===== config.mk =====
export PLATFORM = sky130hd
export DESIGN_NAME = wb_dual_retire
export DESIGN_NICKNAME = d
export VERILOG_FILES = /design/src/rtl/wb_dual_retire.sv
export SDC_FILE = /design/constraint.sdc
export NUM_CORES = 1
export LEC_CHECK = 0
export BUFFER_PORTS_ARGS = -buffer_cell sky130_fd_sc_hd__buf_2
export CORE_ASPECT_RATIO = 0.7
export CORE_MARGIN = 2
export CORE_UTILIZATION = 50
export DETAILED_ROUTE_END_ITERATION = 8
export PLACE_DENSITY = 0.8
export SYNTH_ARGS = -nofsm -noshare
export SYNTH_HDL_FRONTEND = slang
export SYNTH_SLANG_ARGS = --single-unit

===== constraint.sdc =====
create_clock -name clk -period 7 [get_ports clk]
set_input_delay 1.4 -clock clk [delete_from_list [all_inputs] [get_ports clk]]
set_output_delay 1.4 -clock clk [all_outputs]
set_load 0.05 [all_outputs]

===== src/rtl/wb_dual_retire.sv =====
// Write-back end of the dual-lane pipeline: retires one issued bundle through the single
// regfile write port in program order (top, then bottom), with overflow redirected to r30.
module wb_dual_retire #(
   parameter int CNT_W = 32
) (
   input  logic             clk,
   input  logic             reset,
   input  logic             in_valid,
   output logic             in_ready,
   input  logic [31:0]      insn_top,
   input  logic [31:0]      data_top,
   input  logic             ovf_top,
   input  logic [31:0]      insn_bot,
   input  logic [31:0]      data_bot,
   input  logic             ovf_bot,
   output logic             wb_we,
   output logic [4:0]       wb_rd,
   output logic [31:0]      wb_data,
   output logic [CNT_W-1:0] retire_cnt
);

   typedef enum logic [1:0] {IDLE = 2'd0, WR_TOP = 2'd1, WR_BOT = 2'd2} state_t;
   typedef enum logic [1:0] {SEL_NONE = 2'd0, SEL_TOP = 2'd1, SEL_BOT = 2'd2, SEL_PEND = 2'd3} sel_t;

   typedef struct packed {
      logic        we;
      logic [4:0]  rd;
      logic [31:0] data;
   } lane_t;

   // Status code written to r30 when an arithmetic op overflows; 0 means ovf is ignored.
   function automatic logic [31:0] ovf_code(input logic [31:0] insn);
      logic [31:0] code;
      code = 32'd0;
      case (insn[31:27])
         5'b00101: code = 32'd2;
         5'b00000: begin
            case (insn[6:2])
               5'd0:    code = 32'd1;
               5'd1:    code = 32'd3;
               5'd6:    code = 32'd4;
               5'd7:    code = 32'd5;
               default: code = 32'd0;
            endcase
         end
         default: code = 32'd0;
      endcase
      return code;
   endfunction

   function automatic lane_t decode(input logic [31:0] insn, input logic [31:0] data,
                                    input logic ovf);
      lane_t       l;
      logic [31:0] code;
      l.we   = 1'b0;
      l.rd   = insn[26:22];
      l.data = data;
      code   = ovf_code(insn);
      if (insn != 32'd0) begin
         case (insn[31:27])
            5'b00000, 5'b00101, 5'b01000: l.we = 1'b1;
            5'b00011: begin
               l.we = 1'b1;
               l.rd = 5'd31;
            end
            5'b10101: begin
               l.we = 1'b1;
               l.rd = 5'd30;
            end
            default: l.we = 1'b0;
         endcase
      end else begin
         l.we = 1'b0;
      end
      if (l.we && ovf && (code != 32'd0)) begin
         l.rd   = 5'd30;
         l.data = code;
      end else begin
         l.rd   = l.rd;
      end
      if (l.rd == 5'd0) begin
         l.we = 1'b0;
      end else begin
         l.we = l.we;
      end
      return l;
   endfunction

   state_t           state_r, state_nxt_s;
   sel_t             sel_s;
   lane_t            top_s, bot_s, pend_r;
   logic             top_we_s, accept_s;
   logic [CNT_W-1:0] nb_s;

   assign top_s    = decode(insn_top, data_top, ovf_top);
   assign bot_s    = decode(insn_bot, data_bot, ovf_bot);
   // Same destination in both lanes: the younger (bottom) write is the only one that matters.
   assign top_we_s = top_s.we && !(bot_s.we && (top_s.rd == bot_s.rd));
   assign nb_s     = CNT_W'(insn_top != 32'd0) + CNT_W'(insn_bot != 32'd0);
   assign in_ready = !reset && ((state_r == IDLE) || (state_r == WR_BOT) ||
                                ((state_r == WR_TOP) && !pend_r.we));
   assign accept_s = in_valid && in_ready;

   // Next state and which write source loads the output registers.
   always_comb begin
      state_nxt_s = IDLE;
      sel_s       = SEL_NONE;
      if ((state_r == WR_TOP) && pend_r.we) begin
         state_nxt_s = WR_BOT;
         sel_s       = SEL_PEND;
      end else if (accept_s) begin
         if (top_we_s) begin
            state_nxt_s = WR_TOP;
            sel_s       = SEL_TOP;
         end else if (bot_s.we) begin
            state_nxt_s = WR_BOT;
            sel_s       = SEL_BOT;
         end else begin
            state_nxt_s = IDLE;
            sel_s       = SEL_NONE;
         end
      end else begin
         state_nxt_s = IDLE;
         sel_s       = SEL_NONE;
      end
   end

   // State, pending bottom write, registered write port and retire counter.
   always_ff @(posedge clk) begin
      if (reset) begin
         state_r    <= IDLE;
         pend_r     <= '0;
         wb_we      <= 1'b0;
         wb_rd      <= 5'd0;
         wb_data    <= 32'd0;
         retire_cnt <= {CNT_W{1'b0}};
      end else begin
         state_r <= state_nxt_s;
         wb_we   <= (state_nxt_s != IDLE);
         case (sel_s)
            SEL_TOP: begin
               wb_rd   <= top_s.rd;
               wb_data <= top_s.data;
            end
            SEL_BOT: begin
               wb_rd   <= bot_s.rd;
               wb_data <= bot_s.data;
            end
            SEL_PEND: begin
               wb_rd   <= pend_r.rd;
               wb_data <= pend_r.data;
            end
            default: begin
               wb_rd   <= wb_rd;
               wb_data <= wb_data;
            end
         endcase
         if (accept_s) begin
            pend_r     <= bot_s;
            retire_cnt <= retire_cnt + nb_s;
         end else begin
            pend_r     <= pend_r;
            retire_cnt <= retire_cnt;
         end
      end
   end

endmodule


==> results by group, run 1 <==
Status
  – Outcome: finished clean

Global route
  – Initial antenna violation count: 0
  – GRT overflow: 0
  – Pin count of the biggest net entering global routing: 80
  – Vias in the first global route: between 5000 and 6000
  – Overall Global Routing Usage: 0.258
  – Global-route wire length before repair: approximately 26 mm

Clock network
  – Clock sink count: 110
  – Clock transition at the registers of the reported paths: 0.07 ns
  – Clock root buffer: clkbuf_16
  – CTS tree: yes
  – H-tree depth: 3
  – Postcts setup bufs: 0
  – CTS buffer count: 9
  – CTS Buffer Depth: 2
  – Worst-skew pair later-pin latency: 0.34 ns
  – CTS Hold Bufs: 0
  – Post-CTS sizing: 0

Logic synthesis
  – Netlist cell types: 68
  – Post-synthesis mux area share: 0.00175
  – Compound-gate portion of the synthesized area: 0.249
  – Post-Synthesis Cells: approximately 720
  – Net count after synthesis: roughly 850
  – Async S/R FF share, synth: 0
  – Syn Area/Cell: 7.97 um2
  – Synth warnings: 0
  – Synthesized area: 5730 um2
  – Largest family of logic cells by synthesized area: simple AND/OR/NAND/NOR gates
  – Post-synthesis adder-cell area fraction: 0.00568
  – Simple logic cell fraction of the synthesized area: 0.262
  – Seq/Total Area, Yosys: 0.384
  – Predominant post-synthesis flop cell: dfxtp_1
  – EDFF count, synth: 0
  – Xor and xnor area share after synthesis: 0.0474
  – #FFs+latches synth: 110

Power
  – Power share of the clock group: 0.353
  – Leakage: 0.00325 uW
  – Internal Power: between 1000 and 1500 uW
  – Sw Pwr: about 480 uW
  – Flop pwr share: 0.432
  – Power per cell area: 227 nW/um2
  – Combinational power share: 0.215
  – Sw Share: 0.297
  – Maximum vdd drop: roughly 140 uV

Finish
  – Register area: between 2000 and 2500 um2
  – Number of fill cells: about 1000
  – Synth-to-layout area growth: 24.6%
  – Area taken by multi-input logic gates: approximately 3300 um2
  – Ant. Diodes: 0
  – Final core occ: 0.644
  – Fraction of layout cells with a size suffix above 1: 0.282
  – Nets: around 1000

Critical path
  – Crit-path max FO: a little under 80
  – WP data required: 7.24 ns
  – CP top delay family: buffers and inverters
  – Most used cell, CP: buf_4
  – Startpoint types: input pin
  – Slowest Stage Delay on Critical Path: roughly 0.73 ns
  – WS Path Type: in2reg
  – CP Data Arrival Time: around 4.8 ns
  – Cell chain of the critical path: buf_2, buf_4, inv_1, buf_4, nand3_2, buf_4, nor2_1, o21ai_4, a2bb2oi_4, o21ai_0, a32o_1
  – Slowest-stage cell, CP: a2bb2oi_4
  – Worst Setup End Kind: register
  – Worst Path Buf+Inv: 5

Floorplanning
  – Core area: approximately 11000 um2
  – Die area: about 12000 um2
  – Placement Rows: 32
  – I/O pins: 204
  – Die Height: a little over 90 um
  – Initial core utilization: 0.517
  – Die W: 132 um

STA
  – Post-layout min period: 4.60 ns
  – Rel. slew slack: 0.363
  – Hold_ws: around 0.47 ns
  – Worst-Margin Slew: around 0.95 ns
  – FMAX: 217 MHz
  – Fin Setup TNS: 0 ns
  – Hold violation count in the final report: 0
  – Final Max Slew Viols: 0
  – Unrepaired setup endpoints after global routing: no
  – Crit share post-route: 0.658
  – Worst clock skew: roughly 0.0048 ns
  – Setup violators final: 0

Placed design
  – Placer Congestion: a little over 0.9
  – Port Buf Inserts: ~200
  – Post-DP HPWL: between 10 and 15 mm

Routing
  – DRT antenna net count: 0
  – Routed wire per std cell: roughly 15 um
  – Via density: around 5.7
  – Vias: roughly 6000
  – Drt total wl: approximately 16 mm
  – DRC viols: 0
  – DRT Pass-1 Iters: 5
  – DR iter-0 viols: 436

Flow run
  – Max-cap violations: 0

Worst hold path
  – Worst Hold Class: reg2reg
## metrics by stage
stage	power (uW)	worst slack, ns	instances	cell area [um2]
3_5_place_dp	1060	2.10	1033	6800
2_1_floorplan	955	3.10	719	5730
6_report	1620	2.40	1049	7140
3_3_place_gp	1060	2.18	1033	6800
5_1_grt	1700	2.10	1049	7140
4_1_cts	1630	2.47	1049	7140
## final cells by class
class / count / area share
well taps: 153 / 0.0268
flip-flops and latches: 110 / 0.308
clock inverters: 4 / 0.0109
repair buffers: 212 / 0.152
clock buffers: 12 / 0.0373
inverters: 15 / 0.00789
multi-input cells: 543 / 0.457
## synthesized netlist by cell type (all sizes together), types with 3 or more instances
library cell  number  area [um2]
and4               3        26.3
o21a               3        22.5
o21ai             58         305
inv               15        56.3
xnor2              7        61.3
nor4              13        93.8
a21oi             49         249
o221ai             5        43.8
nor2b              3        18.8
and3               7        43.8
xor2              24         210
nor3               9        45.0
nor2              86         323
a21o               3        22.5
buf               14        91.3
nand3             58         290
a2bb2oi            3        43.8
nand2b             7        43.8
and2               4        25.0
clkbuf            37         139
nand2             57         214
a32o               4        41.3
o32ai             28         245
nand4             10        62.6
a31o              30         263
or3               33         206
dfxtp            110        2200
## path summary, 6_finish.rpt
check | start | cells after the start | slack (ns) | endpoint
setup / recovery | reset | 11 | 2.40 | wb_data[23]$_SDFFE_PP0P_
hold / removal | pend_r[14]$_SDFFE_PP0P_ | 2 | 0.47 | pend_r[14]$_SDFFE_PP0P_
setup reg to reg | pend_r[37]$_SDFFE_PP0P_ | 8 | 4.06 | wb_data[23]$_SDFFE_PP0P_
hold reg to reg | pend_r[14]$_SDFFE_PP0P_ | 2 | 0.47 | pend_r[14]$_SDFFE_PP0P_
## kinds of logic (layout without fill, tap and decap cells)
group | Yosys count | in the layout
flops | 110 | 110
compound gates | 206 | 206
fa+ha+maj | 2 | 2
simple gates | 303 | 303
mux | 1 | 1
xor+xnor | 31 | 31
buf+inv | 66 | 243
## worst register-to-register path, cell delays in order (launching register included)
cell and delay (ns):
dfxtp_1 0.35, o21ai_0 0.16, nand3_2 0.13, buf_4 0.55, nor2_1 0.29, o21ai_4 0.16, a2bb2oi_4 0.73, o21ai_0 0.23
a32o_1 0.25
## flip-flops by register name, indices dropped and copies added (netlist names)
| name | cells |
|---|---|
| wb_rd | 5 |
| wb_data | 32 |
| pend_r | 38 |
| state_r | 2 |
| wb_we | 1 |
| retire_cnt | 32 |
## per-layer routing
layer	up-vias	track usage	routed length, um
li1	2990	-	-
met2	230	0.378	6570
met3	17	0.0602	1140
met5	-	0	0
met4	0	0.0571	194
met1	2784	0.383	8050
## layout by cell type, fill, tap and decap left out, types with 4 or more instances in the layout
cell type / count
buf_4: 9
or3_1: 33
nor4_1: 11
nand2b_1: 7
o32ai_1: 28
nor3_1: 9
nand2_1: 57
clkbuf_16: 9
a31o_2: 9
xnor2_1: 7
o21ai_0: 56
xor2_1: 24
buf_2: 203
a21oi_1: 47
and3_1: 7
nand4_1: 10
and2_1: 4
inv_1: 15
a31o_1: 21
nor2_1: 85
dfxtp_1: 110
nand3_1: 57
o221ai_1: 5
## power groups by stage
| stage | Sequential, uW | Combinational, uW | Clock, uW |
|---|---|---|---|
| after detailed placement | 714 | 347 | 0 |
| after global routing | 706 | 379 | 611 |
| final | 701 | 349 | 573 |
| after CTS | 700 | 348 | 583 |
| after floorplan | 811 | 144 | 0 |
| after global placement | 713 | 344 | 0 |
(Power assumes the default switching activity.)
==> inputs of run 2 (changes only) <==
--- a/config.mk
+++ b/config.mk
@@ -5,12 +5,13 @@
 export SDC_FILE = /design/constraint.sdc
 export NUM_CORES = 1
 export LEC_CHECK = 0
+export ABC_AREA = 1
 export BUFFER_PORTS_ARGS = -buffer_cell sky130_fd_sc_hd__buf_2
 export CORE_ASPECT_RATIO = 0.7
 export CORE_MARGIN = 2
-export CORE_UTILIZATION = 50
+export CORE_UTILIZATION = 48
 export DETAILED_ROUTE_END_ITERATION = 8
-export PLACE_DENSITY = 0.8
+export PLACE_DENSITY = 0.78
 export SYNTH_ARGS = -nofsm -noshare
 export SYNTH_HDL_FRONTEND = slang
 export SYNTH_SLANG_ARGS = --single-unit
==> constraint.sdc (replaced) <==
create_clock -name clk -period 3.7 [get_ports clk]
set_input_delay 0.74 -clock clk [delete_from_list [all_inputs] [get_ports clk]]
set_output_delay 0.74 -clock clk [all_outputs]
set_load 0.05 [all_outputs]
==> results by group, run 2 <==
Routing
  – DRC viols: 0 (unchanged)
  – DR iter-0 viols: 640 (+47%)
  – DRT Pass-1 Iters: 5 (unchanged)
  – DRT antenna net count: 0 (unchanged)
  – Routed wire per std cell: 13.0 um (-15%)
  – Drt total wl: 20.2 mm (+27%)
  – Via density: 5.00 (-13%)
  – Vias: 7799 (+30%)

Floorplanning
  – I/O pins: 204 (unchanged)
  – Core area: 14500 um2 (+31%)
  – Die area: 15700 um2 (+27%)
  – Die Height: 106 um (+13%)
  – Die W: 149 um (+13%)
  – Initial core utilization: 0.486 (-0.0308)
  – Placement Rows: 37 (+16%)

Finish
  – Most frequent cells in the layout: nand2_1 (308), inv_1 (204), buf_2 (203)
  – Top Registers: pend_r (38), retire_cnt (32), wb_data (32)
  – Area taken by multi-input logic gates: 3750 um2 (+15%)
  – Most common cell after layout, fill and taps aside: nand2_1
  – Max FFs per register: 38 (unchanged)
  – Nets: 1492 (+45%)
  – Synth-to-layout area growth: 20.1%
  – Fraction of layout cells with a size suffix above 1: 0.203 (-0.0790)
  – Register area: 2200 um2 (unchanged)
  – Most flop-heavy register: pend_r
  – Number of fill cells: 1484 (+47%)

Logic synthesis
  – Predominant post-synthesis flop cell: dfxtp_1
  – #FFs+latches synth: 110 (unchanged)
  – Synth top area share: 0.312 (-0.0725)
  – Most frequent cell after synthesis: nand2_1
  – Most frequent cells after synthesis: nand2_1 (308), inv_1 (205), nor2_1 (143)
  – Cell taking the most area after synthesis: dfxtp_1
  – Main area contributors after synthesis: dfxtp_1 (31%), nand2_1 (16%), inv_1 (11%)
  – Netlist cell types: 36 (-47%)
  – EDFF count, synth: 0 (unchanged)
  – Syn Area/Cell: 5.96 um2 (-25%)
  – Post-Synthesis Cells: 1185 (+65%)
  – Net count after synthesis: 1320 (+55%)
  – Seq/Total Area, Yosys: 0.312 (-0.0725)
  – Synth warnings: 0 (unchanged)
  – Synthesized area: 7070 um2 (+23%)
  – Async S/R FF share, synth: 0 (unchanged)

Critical path
  – Slowest-stage cell, CP: fa_1
  – Slowest Stage Delay on Critical Path: 0.40 ns (-0.33 ns)
  – CP top delay family: simple AND/OR/NAND/NOR gates
  – CP Data Arrival Time: 3.56 ns (-1.28 ns)
  – WP data required: 3.95 ns (-3.29 ns)
  – Worst Setup End Kind: register
  – Startpoint types: input pin
  – Most used cell, CP: inv_1
  – Cell chain of the critical path: buf_2, nor2_2, nand2_1, nor2_1, nand2_1, nor2_4, fa_1, inv_1, ha_1, inv_1, nor3_2, nand2_1, nor3_1, inv_1, nor3_1, inv_1, nor4_1, a21oi_1, o21a_1
  – Crit-path max FO: 4 (-95%)
  – WS Path Type: in2reg
  – Worst Path Buf+Inv: 5 (unchanged)

Placed design
  – Placer Congestion: 0.937 (+0.40%)
  – Post-DP HPWL: 14.6 mm (+31%)
  – Port Buf Inserts: 203 (unchanged)

Flow run
  – Max-cap violations: 0 (unchanged)

STA
  – FMAX: a little over 300 MHz
  – Unrepaired setup endpoints after global routing: no
  – Worst-Margin Slew: 1.09 ns (+0.134 ns)
  – Final Max Slew Viols: 0 (unchanged)
  – Rel. slew slack: 0.276 (-0.0869)
  – Fin Setup TNS: 0 ns (unchanged)
  – Post-layout min period: about 3.3 ns
  – Hold violation count in the final report: 0 (unchanged)
  – Crit share post-route: 0.895
  – Setup violators final: 0 (unchanged)
  – Worst clock skew: 0.00875 ns (+0.00397 ns)

Status
  – Outcome: finished clean

Clock network
  – Post-CTS sizing: 0 (unchanged)
  – Clock sink count: 110 (unchanged)
  – Worst-skew pair later-pin latency: 0.35 ns (about the same)
  – CTS Hold Bufs: 0 (unchanged)
  – Postcts setup bufs: 0 (unchanged)
  – CTS tree: yes
  – CTS Buffer Depth: 2 (unchanged)
  – Clock transition at the registers of the reported paths: 0.08 ns (about the same)
  – H-tree depth: 3 (unchanged)
  – CTS buffer count: 9 (unchanged)
  – Clock root buffer: clkbuf_16

Global route
  – Pin count of the biggest net entering global routing: 88 (+10%)
  – Vias in the first global route: 6782 (+28%)
  – Overall Global Routing Usage: 0.259 (+0.000811)
  – GRT overflow: 0 (unchanged)
  – Initial antenna violation count: 3 (+3)
  – Global-route wire length before repair: 33.4 mm (+28%)

Worst hold path
  – Worst Hold Class: reg2reg

Power
  – Maximum vdd drop: 238 uV (+67%)
  – Leakage: 0.00464 uW (+43%)
  – Power per cell area: 319 nW/um2 (+40%)
  – Total design power: 2710 uW (+67%)
run 2: cell count changes after synthesis, moves of 12 or more:
| cell | before | now |
|---|---|---|
| a21oi_1 | 48 | 27 |
| o32ai_1 | 28 | 0 |
| clkinv_1 | 0 | 12 |
| nor2_2 | 0 | 13 |
| a31o_1 | 21 | 0 |
| o21ai_0 | 56 | 43 |
| nand3b_1 | 2 | 27 |
| inv_1 | 15 | 205 |
| or3_1 | 33 | 0 |
| nand2_1 | 57 | 308 |
| nand3_1 | 58 | 125 |
| xor2_1 | 24 | 5 |
| nand4_1 | 10 | 44 |
| nor2_1 | 86 | 143 |
run 2: power by group:
part	switching [uW]	internal (uW)	total [uW]
Sequential	26.7	1240	1260
Combinational	316	169	485
Clock	469	490	958
run 2: area by class of cell:
| class | count | share of cell area |
|---|---|---|
| multi-input combinational | 797 | 0.442 |
| sequential | 110 | 0.259 |
| timing repair buffer | 217 | 0.137 |
| inverter | 222 | 0.0982 |
| tap | 195 | 0.0287 |
| clock buffer | 10 | 0.0282 |
| clock inverter | 6 | 0.00604 |
| antenna | 2 | 0.000590 |
run 2: worst register-to-register path, cell delays in order, from the launching register on:
cell and delay [ns]:
dfxtp_1 0.36, inv_1 0.07, fa_1 0.43, inv_1 0.09, ha_1 0.19, inv_1 0.08
nor3_2 0.25, nand2_1 0.14, nor3_1 0.24, inv_1 0.07, nor3_1 0.29, inv_1 0.07
nor4_1 0.27, a21oi_1 0.11, o21a_1 0.11
run 2: logic make-up after synthesis:
| kind of cell | after synthesis | share of synthesized area |
|---|---|---|
| simple gates | 700 | 0.449 |
| buf+inv | 278 | 0.158 |
| flops | 110 | 0.312 |
| xor+xnor | 5 | 0.00620 |
| compound gates | 90 | 0.0703 |
| fa+ha+maj | 2 | 0.00460 |
run 2: routing by layer:
layer / part of all wire / global-route usage / vias up
met5: 0.00054 / 0 / -
met4: 0.0081 / 0.0503 / 2
li1: - / - / 4030
met1: 0.49 / 0.397 / 3458
met3: 0.087 / 0.0420 / 14
met2: 0.42 / 0.381 / 295
run 2: path summary, 6_finish.rpt:
kind | start | end | slack [ns] | cells past startpoint
setup / recovery | insn_bot[29] | retire_cnt[26]$_SDFFE_PP0P_ | 0.39 | 19
hold / removal | retire_cnt[31]$_SDFFE_PP0P_ | retire_cnt[31]$_SDFFE_PP0P_ | 0.47 | 2
hold reg to reg | retire_cnt[31]$_SDFFE_PP0P_ | retire_cnt[31]$_SDFFE_PP0P_ | 0.47 | 2
setup reg to reg | retire_cnt[0]$_SDFFE_PP0P_ | retire_cnt[26]$_SDFFE_PP0P_ | 0.84 | 14
run 2: metrics by stage:
step                      instances  cell area (um2)  setup slack, ns  utilization  hold WS [ns]
after global routing           1559             8490           0.0717        0.584         0.486
after CTS                      1557             8480            0.381        0.583         0.468
after floorplan                1185             7070            0.479            -         0.442
after detailed placement       1541             8190           0.0323        0.564         0.451
after global placement         1541             8190            0.183        0.564         0.451
final                          1559             8490            0.388        0.584         0.466
